[config.mk]
export PLATFORM = sky130hd
export DESIGN_NAME = sw_debounce_8
export DESIGN_NICKNAME = d
export VERILOG_FILES = /design/src/rtl/ego1_pkg.sv /design/src/rtl/sw_debounce_ch.sv /design/src/rtl/sw_debounce_8.sv
export SDC_FILE = /design/constraint.sdc
export NUM_CORES = 1
export LEC_CHECK = 0
export ABC_AREA = 1
export CELL_PAD_IN_SITES_DETAIL_PLACEMENT = 1
export CELL_PAD_IN_SITES_GLOBAL_PLACEMENT = 2
export CORE_MARGIN = 3
export CORE_UTILIZATION = 36
export CTS_CLUSTER_SIZE = 28
export DETAILED_ROUTE_END_ITERATION = 16
export PLACE_DENSITY = 0.8
export SETUP_SLACK_MARGIN = 0.5
export SYNTH_ARGS = -nofsm -noshare
export SYNTH_HDL_FRONTEND = slang
export SYNTH_HIERARCHICAL = 1
export SYNTH_SLANG_ARGS = --single-unit
export TNS_END_PERCENT = 50
[constraint.sdc]
create_clock -name sys_clk_in -period 1.7 [get_ports sys_clk_in]
set_clock_uncertainty 0.05 [all_clocks]
set_input_delay 0.34 -clock sys_clk_in [delete_from_list [all_inputs] [get_ports sys_clk_in]]
set_output_delay 0.34 -clock sys_clk_in [all_outputs]
set_load 0.03 [all_outputs]
[src/rtl/ego1_pkg.sv]
// Board-level constants and shared types for the EGO1 input-conditioning blocks.
package ego1_pkg;

  localparam int unsigned SYS_CLK_HZ  = 100_000_000;
  localparam int unsigned DEBOUNCE_MS = 20;

  // Encoding is {debounced level, counting}.
  typedef enum logic [1:0] {
    STABLE_LO = 2'b00,
    SETTLE_HI = 2'b01,
    STABLE_HI = 2'b10,
    SETTLE_LO = 2'b11
  } db_state_t;

  function automatic int unsigned ms_to_cycles(input int unsigned ms);
    return (SYS_CLK_HZ / 1000) * ms;
  endfunction

endpackage

[src/rtl/sw_debounce_ch.sv]
// One switch channel: 2-FF synchroniser, settle counter and level FSM with
// registered one-cycle rise/fall pulses.
module sw_debounce_ch
  import ego1_pkg::*;
#(
  parameter int unsigned STABLE_CYCLES = ms_to_cycles(DEBOUNCE_MS),
  parameter int unsigned CNT_W         = $clog2(STABLE_CYCLES)
) (
  input  logic clk,
  input  logic rst_n,
  input  logic pin,
  output logic db,
  output logic rise,
  output logic fall
);

  localparam logic [CNT_W-1:0] CNT_LAST = CNT_W'(STABLE_CYCLES - 1);
  localparam logic [CNT_W-1:0] CNT_ONE  = CNT_W'(1);

  logic             r_sync1;
  logic             r_sync2;
  logic [CNT_W-1:0] r_cnt;
  db_state_t        r_state;
  logic             r_rise;
  logic             r_fall;

  always_ff @(posedge clk or negedge rst_n) begin
    if (!rst_n) begin
      r_sync1 <= 1'b0;
      r_sync2 <= 1'b0;
      r_cnt   <= '0;
      r_state <= STABLE_LO;
      r_rise  <= 1'b0;
      r_fall  <= 1'b0;
    end else begin
      r_sync1 <= pin;
      r_sync2 <= r_sync1;
      r_rise  <= 1'b0;
      r_fall  <= 1'b0;
      case (r_state)
        STABLE_LO: begin
          if (r_sync2) begin
            r_state <= SETTLE_HI;
            r_cnt   <= CNT_ONE;
          end
        end
        SETTLE_HI: begin
          if (!r_sync2) begin
            r_state <= STABLE_LO;
            r_cnt   <= '0;
          end else if (r_cnt == CNT_LAST) begin
            r_state <= STABLE_HI;
            r_rise  <= 1'b1;
            r_cnt   <= '0;
          end else begin
            r_cnt <= r_cnt + CNT_ONE;
          end
        end
        STABLE_HI: begin
          if (!r_sync2) begin
            r_state <= SETTLE_LO;
            r_cnt   <= CNT_ONE;
          end
        end
        SETTLE_LO: begin
          if (r_sync2) begin
            r_state <= STABLE_HI;
            r_cnt   <= '0;
          end else if (r_cnt == CNT_LAST) begin
            r_state <= STABLE_LO;
            r_fall  <= 1'b1;
            r_cnt   <= '0;
          end else begin
            r_cnt <= r_cnt + CNT_ONE;
          end
        end
        default: begin
          r_state <= STABLE_LO;
          r_cnt   <= '0;
        end
      endcase
    end
  end

  // The level bit of the state encoding is the debounced output itself.
  assign db   = r_state[1];
  assign rise = r_rise;
  assign fall = r_fall;

endmodule

[src/rtl/sw_debounce_8.sv]
// Eight-channel slide-switch conditioner: independent debounced levels,
// per-channel edge pulses and a combined any-edge pulse.
module sw_debounce_8
  import ego1_pkg::*;
#(
  parameter int unsigned N_CH          = 8,
  parameter int unsigned STABLE_CYCLES = ms_to_cycles(DEBOUNCE_MS),
  parameter int unsigned CNT_W         = $clog2(STABLE_CYCLES)
) (
  input  logic            sys_clk_in,
  input  logic            sys_rst_n,
  input  logic [N_CH-1:0] sw_pin,
  output logic [N_CH-1:0] sw_db,
  output logic [N_CH-1:0] sw_rise,
  output logic [N_CH-1:0] sw_fall,
  output logic            sw_any
);

  for (genvar g = 0; g < N_CH; g++) begin : g_ch
    sw_debounce_ch #(
      .STABLE_CYCLES(STABLE_CYCLES),
      .CNT_W        (CNT_W)
    ) u_ch (
      .clk  (sys_clk_in),
      .rst_n(sys_rst_n),
      .pin  (sw_pin[g]),
      .db   (sw_db[g]),
      .rise (sw_rise[g]),
      .fall (sw_fall[g])
    );
  end

  // Pulses are already registered, so this OR adds no path from sw_pin.
  assign sw_any = |{sw_rise, sw_fall};

endmodule
Word level (Yosys, flattened, before mapping)

Cells that the tools add are included.

ROM bits: 0
RAM bits: 0
Input port bits: 10
Bits in latches: 0
Register bits after elaboration: 216
Word-level logic and storage cells: 289
Memories kept: 0
Output and inout port bits: 25

Add/sub/neg operators: 8
Multiplexer cells: 144
Shift operators: 0
Equal/unequal tests: 64
Reductions and logical operators: 25
Divide/modulo/power cells: 0
Bitwise operators: 0
$lt $le $gt $ge: 0
Multipliers: 0

Operator list:

| cell                    | count |
|---|---|
| $mux W21                | 40 |
| $pmux W21 S4            | 8 |
| $add A21 B1 Y21 const B | 8 |
| $eq A21 B21 Y1 const B  | 8 |
| $mux W2                 | 48 |
| $pmux W2 S4             | 8 |
| $mux W1                 | 40 |
| $eq A2 B2 Y1 const B    | 16 |
| $reduce_and A4 Y1       | 8 |
| $ne A3 B1 Y1 const B    | 8 |
| $ne A3 B3 Y1 const B    | 8 |
| $eq A2 B1 Y1 const B    | 8 |
| $logic_not A2 Y1        | 8 |
| $ne A2 B1 Y1 const B    | 8 |
| $ne A2 B2 Y1 const B    | 8 |
| $reduce_and A2 Y1       | 8 |
| $reduce_or A16 Y1       | 1 |

Logic depth before layout (Yosys ltp)

Depth after elaboration: 4
Mapped depth: 10
Mapped depth without buffers: 10

Hierarchy

Netlist, hierarchy kept.

By module, submodules not included:

| module                            | area an instance (um2) | instances | seq. area each (um2) | cells an instance |
|---|---|---|---|---|
| sw_debounce_ch (g_ch[1].u_ch ...) | 1,517.7                | 6         | 675.6                | 212 |
| sw_debounce_ch (g_ch[0].u_ch)     | 1,640.3                | 1         | 675.6                | 225 |
| sw_debounce_ch (g_ch[7].u_ch)     | 1,565.3                | 1         | 675.6                | 213 |
| sw_debounce_8                     | 56.3                   | 1         | 0.0                  | 15 |

Least setup slack after synthesis

No wires, ideal clock.

Path type: register to register
Start point: register with a tool-made name
End point: register g_ch[1].u_ch.r_cnt[11]
Path slack: 189 ps
Required time: 1,531 ps
Data arrival time: 1,343 ps
Cell stages (with the launch flop): 10
Path buffers: 1
Clock period less this slack: 1,511 ps
Setup time: 119 ps
Cells stage by stage: dfrtp_1 inv_1 nand2_1 nand2_1 nor2_1 inv_1 buf_2 nand2_1 xor2_1 nor2_2

RTL lines:

| element              | RTL line             | text |
|---|---|---|
| end signal, assigned | sw_debounce_ch.sv:56 | `r_cnt <= r_cnt + CNT_ONE;` |
| end signal, assigned | sw_debounce_ch.sv:74 | `r_cnt <= r_cnt + CNT_ONE;` |
| end, declared        | sw_debounce_ch.sv:22 | `logic [CNT_W-1:0] r_cnt;` |

Worst setup path in the final report

Start point: register g_ch[2].u_ch.r_fall
End point: output port sw_any

Word-level cells in the longest chain between the ends: 1

Ends and longest elaborated chain:

| element                | RTL line             | text |
|---|---|---|
| start, declared        | sw_debounce_ch.sv:25 | `logic r_fall;` |
| start signal, assigned | sw_debounce_ch.sv:34 | `r_fall <= 1'b0;` |
| start signal, assigned | sw_debounce_ch.sv:39 | `r_fall <= 1'b0;` |
| start signal, assigned | sw_debounce_ch.sv:71 | `r_fall <= 1'b1;` |
| $reduce_or A16 Y1      | sw_debounce_8.sv:34  | `assign sw_any = \|{sw_rise, sw_fall};` |
| end, declared          | sw_debounce_8.sv:16  | `output logic sw_any` |

Every way passes these cells.

==> run_results.csv <==
group,metric,value,unit
global_route,gr-usage-all-layers,22.1,%
sta,final-setup-viol-count,1,
worst_setup_path,r2r-start,"g_ch[3].u_ch/r_cnt[1]",
sta,final.setup.tns,-0.182,ns
global_route,globalRouteMet2Util,38.5,%
hold_path,hold_wc_path_type,"in2reg",
layout,post_route_cells_drive_above_1_share,44.5,%
clock_tree,max_h_tree_level,1,
layout,layout.nets,1986,
global_route,met3_usage,2.37,%
worst_setup_path,worst_path_buffer_plus_inverter_count,1,
place,place_ws,-0.0979,ns
logic_synthesis,mappedNetlistArea,12400,sq um
worst_setup_path,path_cells,"nor2_1, nand2_1, nor2_2, nand2_1, buf_6",
worst_setup_path,critical_path.top_delay_family,"simple AND/OR/NAND/NOR gates",
clock_tree,cts_buffers,27,
hold_path,min_delay_worst_endpoint,"g_ch[0].u_ch/r_sync1",
global_route,busiest_layer,"met2",
pwr,ir_drop,0.636,mV
outcome,failing_checks,"negative setup slack",
global_route,grt.overflow.total,0,
die,die_area,36600,sq um
layout,post_layout_utilization_of_the_core,55.5,%
route,wl_per_cell,17.2,microns
global_route,global_route_wire_length_before_repair,66.4,mm
logic_synthesis,synth.area.top_cells,"sky130_fd_sc_hd__dfrtp_1 (44%), sky130_fd_sc_hd__nand2_1 (15%), sky130_fd_sc_hd__nor2_1 (9.5%), sky130_fd_sc_hd__inv_1 (5.6%), sky130_fd_sc_hd__nand3_1 (5.0%)",
layout,p_r_area_growth_vs_syn,51.3,%
worst_setup_path,crit_path_max_fanout,2,
route,detail_route.wirelength,41.9,mm
route,detail_route.first_pass.iterations,4,
pwr,p_total,16.8,mW
sta,slew-limit-headroom,78.3,%
hold_path,hold_depth,1,
global_route,via_count_of_the_first_global_routing_pass,12805,
logic_synthesis,synth.ff_latch_count,216,
worst_setup_path,req_time_crit_path,1.31,ns
place,hpwlAfterDp,27.1,mm
sta,timing_hold_violations_final,0,
route,post_route_drc,0,
clock_tree,cts_root_buf,"sky130_fd_sc_hd__clkbuf_16",
worst_setup_path,rrSetupSlack,0.09,ns
die,top_level_ports,35,
logic_synthesis,post_synth_inst_count,1725,
layout,diodes,0,
sta,unrepaired_setup_endpoints_after_global_routing,"true",
place,placed_cells_incl_taps,2253,
outcome,status,"complete, but fails checks",
logic_synthesis,syn-num-nets,1743,
die,fp-row-count,67,
sta,finalCriticalPeriod,1.88,ns
die,die_w,191,microns
sta,slew_violations,0,
clock_tree,cts_tree,"yes",
worst_setup_path,critPathKind,"reg2out",
pwr,leakage,7.96,nW
worst_setup_path,top_cell_by_count_worst_path,"sky130_fd_sc_hd__nand2_1",
clock_tree,clkSinkCount,216,
pwr,power_density,900,nW/um^2
logic_synthesis,synth.largest_area_cell,"sky130_fd_sc_hd__dfrtp_1",
global_route,grt_max_degree,56,
clock_tree,clkTransAtPathRegs,0.06,ns
route,ant_nets,0,
logic_synthesis,yosysUniqueCellTypes,34,
route,route.vias.total,12221,
sta,max_slew.worst_pin.slew,0.325,ns
logic_synthesis,postSynthAreaPerCell,7.17,sq um
route,drt-vias-per-instance,5.02,
hold_path,timing.hold.worst.start,"sw_pin[0]",
sta,timing.final.crit_share,111,%
die,start_util,36.7,%
layout,final-instance-count-excl-fill,2436,
die,die_h,191,microns
clock_tree,clk-insertion-delay-late,0.54,ns
route,drtIter0Drc,518,
worst_setup_path,max_stage_delay,0.39,ns
global_route,use_met1,29.8,%
worst_setup_path,worstSetupStartpointType,"register",
run,maxCapViolations,0,
global_route,initial_antenna_violation_count,1,
worst_setup_path,cp_data_arrival_time,1.49,ns
worst_setup_path,worst_r2r_endpoint,"g_ch[3].u_ch/r_cnt[5]",
sta,layout_setup_ws,-0.182,ns
worst_setup_path,critical-path-slowest-cell,"sky130_fd_sc_hd__dfrtp_1",
place,numPortBuffers,34,
worst_setup_path,critical_path.endpoint_type,"output pin",
logic_synthesis,synth_top_cell_area_share,43.7,%
die,coreArea,33700,sq um
worst_setup_path,rr_worst_depth,10,
logic_synthesis,synth-seq-area-share,43.7,%
logic_synthesis,yosys_warnings,6,
sta,maxClockFrequency,531,MHz
place,gpl.final_weighted_congestion,0.792,
clock_tree,clk_path_buf_depth,3,
==> per-stage QoR <==
stage	hold slack (ns)	cell area, sq um
after floorplan	-0.00559	12600
after global placement	0.183	14000
after detailed placement	0.185	14000
after CTS	0.160	16800
after global routing	0.165	18700
final	0.186	18700
==> placed cells by master, fill, tap and decap left out, types with 55 or more instances in the layout <==
cell                      netlist  layout
sky130_fd_sc_hd__buf_4          1     132
sky130_fd_sc_hd__buf_6          0      74
sky130_fd_sc_hd__dfrtp_1      216     164
sky130_fd_sc_hd__inv_1        185     136
sky130_fd_sc_hd__nand2_1      494     385
sky130_fd_sc_hd__nand2_2       35      78
sky130_fd_sc_hd__nand2_4        5      62
sky130_fd_sc_hd__nand3_1      123      55
sky130_fd_sc_hd__nor2_1       312     187
sky130_fd_sc_hd__nor2_2        28      63
sky130_fd_sc_hd__nor2_4        14     104
==> area by class of cell <==
cell class,instances,area [sq um]
fill,3927,15000
tap,448,561
timing repair inverter,4,30.0
inverter,197,887
sequential,216,5470
multi-input combinational,1293,8670
clock inverter,10,109
timing repair buffer,229,2180
clock buffer,39,801
==> flip-flops by register name, indices dropped and copies added (netlist names), named ones only <==
name               flops
g_ch.u_ch/r_sync1      8
g_ch.u_ch/rise         8
g_ch.u_ch/r_cnt      168
g_ch.u_ch/r_sync2      8
g_ch.u_ch/fall         8
g_ch.u_ch/r_state      8
==> synth_stat cells <==
cell type	instances
sky130_fd_sc_hd__nand2_1	494
sky130_fd_sc_hd__nor2_1	312
sky130_fd_sc_hd__dfrtp_1	216
sky130_fd_sc_hd__inv_1	185
sky130_fd_sc_hd__nand3_1	123
sky130_fd_sc_hd__o21ai_0	55
sky130_fd_sc_hd__o21ai_1	42
sky130_fd_sc_hd__xor2_1	41
sky130_fd_sc_hd__a21oi_1	36
sky130_fd_sc_hd__nand2_2	35
sky130_fd_sc_hd__nor2_2	28
sky130_fd_sc_hd__nand4_1	24
sky130_fd_sc_hd__nand3b_1	15
sky130_fd_sc_hd__buf_2	14
sky130_fd_sc_hd__nor2_4	14
sky130_fd_sc_hd__a31oi_1	13
sky130_fd_sc_hd__inv_2	10
sky130_fd_sc_hd__ha_1	8
sky130_fd_sc_hd__o31ai_1	7
sky130_fd_sc_hd__a21o_1	6
sky130_fd_sc_hd__a21oi_2	6
sky130_fd_sc_hd__clkbuf_1	6
sky130_fd_sc_hd__xnor2_1	6
sky130_fd_sc_hd__nand2_4	5
sky130_fd_sc_hd__o21bai_1	5
sky130_fd_sc_hd__nand3_2	4
sky130_fd_sc_hd__nor3_1	4
sky130_fd_sc_hd__clkinv_2	2
sky130_fd_sc_hd__nor2_8	2
sky130_fd_sc_hd__o21ai_2	2
sky130_fd_sc_hd__o22ai_1	2
sky130_fd_sc_hd__a21oi_4	1
sky130_fd_sc_hd__buf_4	1
sky130_fd_sc_hd__nor3_4	1
==> worst reg2reg max path: stages (launching register included) <==
cell and delay, ns:
sky130_fd_sc_hd__dfrtp_1 0.41, sky130_fd_sc_hd__ha_4 0.20, sky130_fd_sc_hd__nand2_2 0.07, sky130_fd_sc_hd__inv_2 0.10
sky130_fd_sc_hd__nand2_4 0.07, sky130_fd_sc_hd__nor2_4 0.15, sky130_fd_sc_hd__nand2_4 0.10, sky130_fd_sc_hd__nand2_4 0.13
sky130_fd_sc_hd__nand2_8 0.09, sky130_fd_sc_hd__clkinv_8 0.09, sky130_fd_sc_hd__nor2_4 0.03
==> worst max path at each step <==
stage / start / end / slack [ns] / depth (start not counted)
floorplan: g_ch[0].u_ch/r_cnt[0] / g_ch[0].u_ch/r_cnt[12] / 0.29 / 8
global route: g_ch[2].u_ch/fall / sw_any / -0.30 / 5
finish: g_ch[2].u_ch/fall / sw_any / -0.18 / 5
CTS: g_ch[2].u_ch/fall / sw_any / -0.22 / 5
global placement: g_ch[5].u_ch/fall / sw_any / -0.08 / 5
detailed placement: g_ch[3].u_ch/rise / sw_any / -0.1 / 5
==> power by group <==
part,internal (mW),switching (mW)
registers,5.47,0.517
clock network,3.56,2.33
logic,2.05,2.92
total,11.1,5.77
==> per-layer routing <==
layer | share of wire [%] | routed length (microns)
met1 | 45 | 18900
met2 | 51 | 21200
met3 | 2.2 | 926
met4 | 2.2 | 902
met5 | 0 | 0
==> logic make-up after synthesis <==
| family | Yosys count | share of synthesized area [%] |
|---|---|---|
| xor gates and xnor gates | 47 | 3.33 |
| buffers and inverters | 218 | 6.81 |
| adders and majority gates | 8 | 0.809 |
| DFF | 216 | 43.7 |
| AOI/OAI and AO/OA | 175 | 7.93 |
| and+or+nand+nor | 1061 | 37.4 |
==> repair_timing <==
item,in CTS,in global routing
setup buffers,86,41
hold buffers,1,0
pin swaps,162,233
endpoints found under the hold margin,194,0
gates resized for setup,514,433
endpoints found under the setup margin,225,225
cloned,6,0
Note: power is estimated with default switching activity, not from simulation.
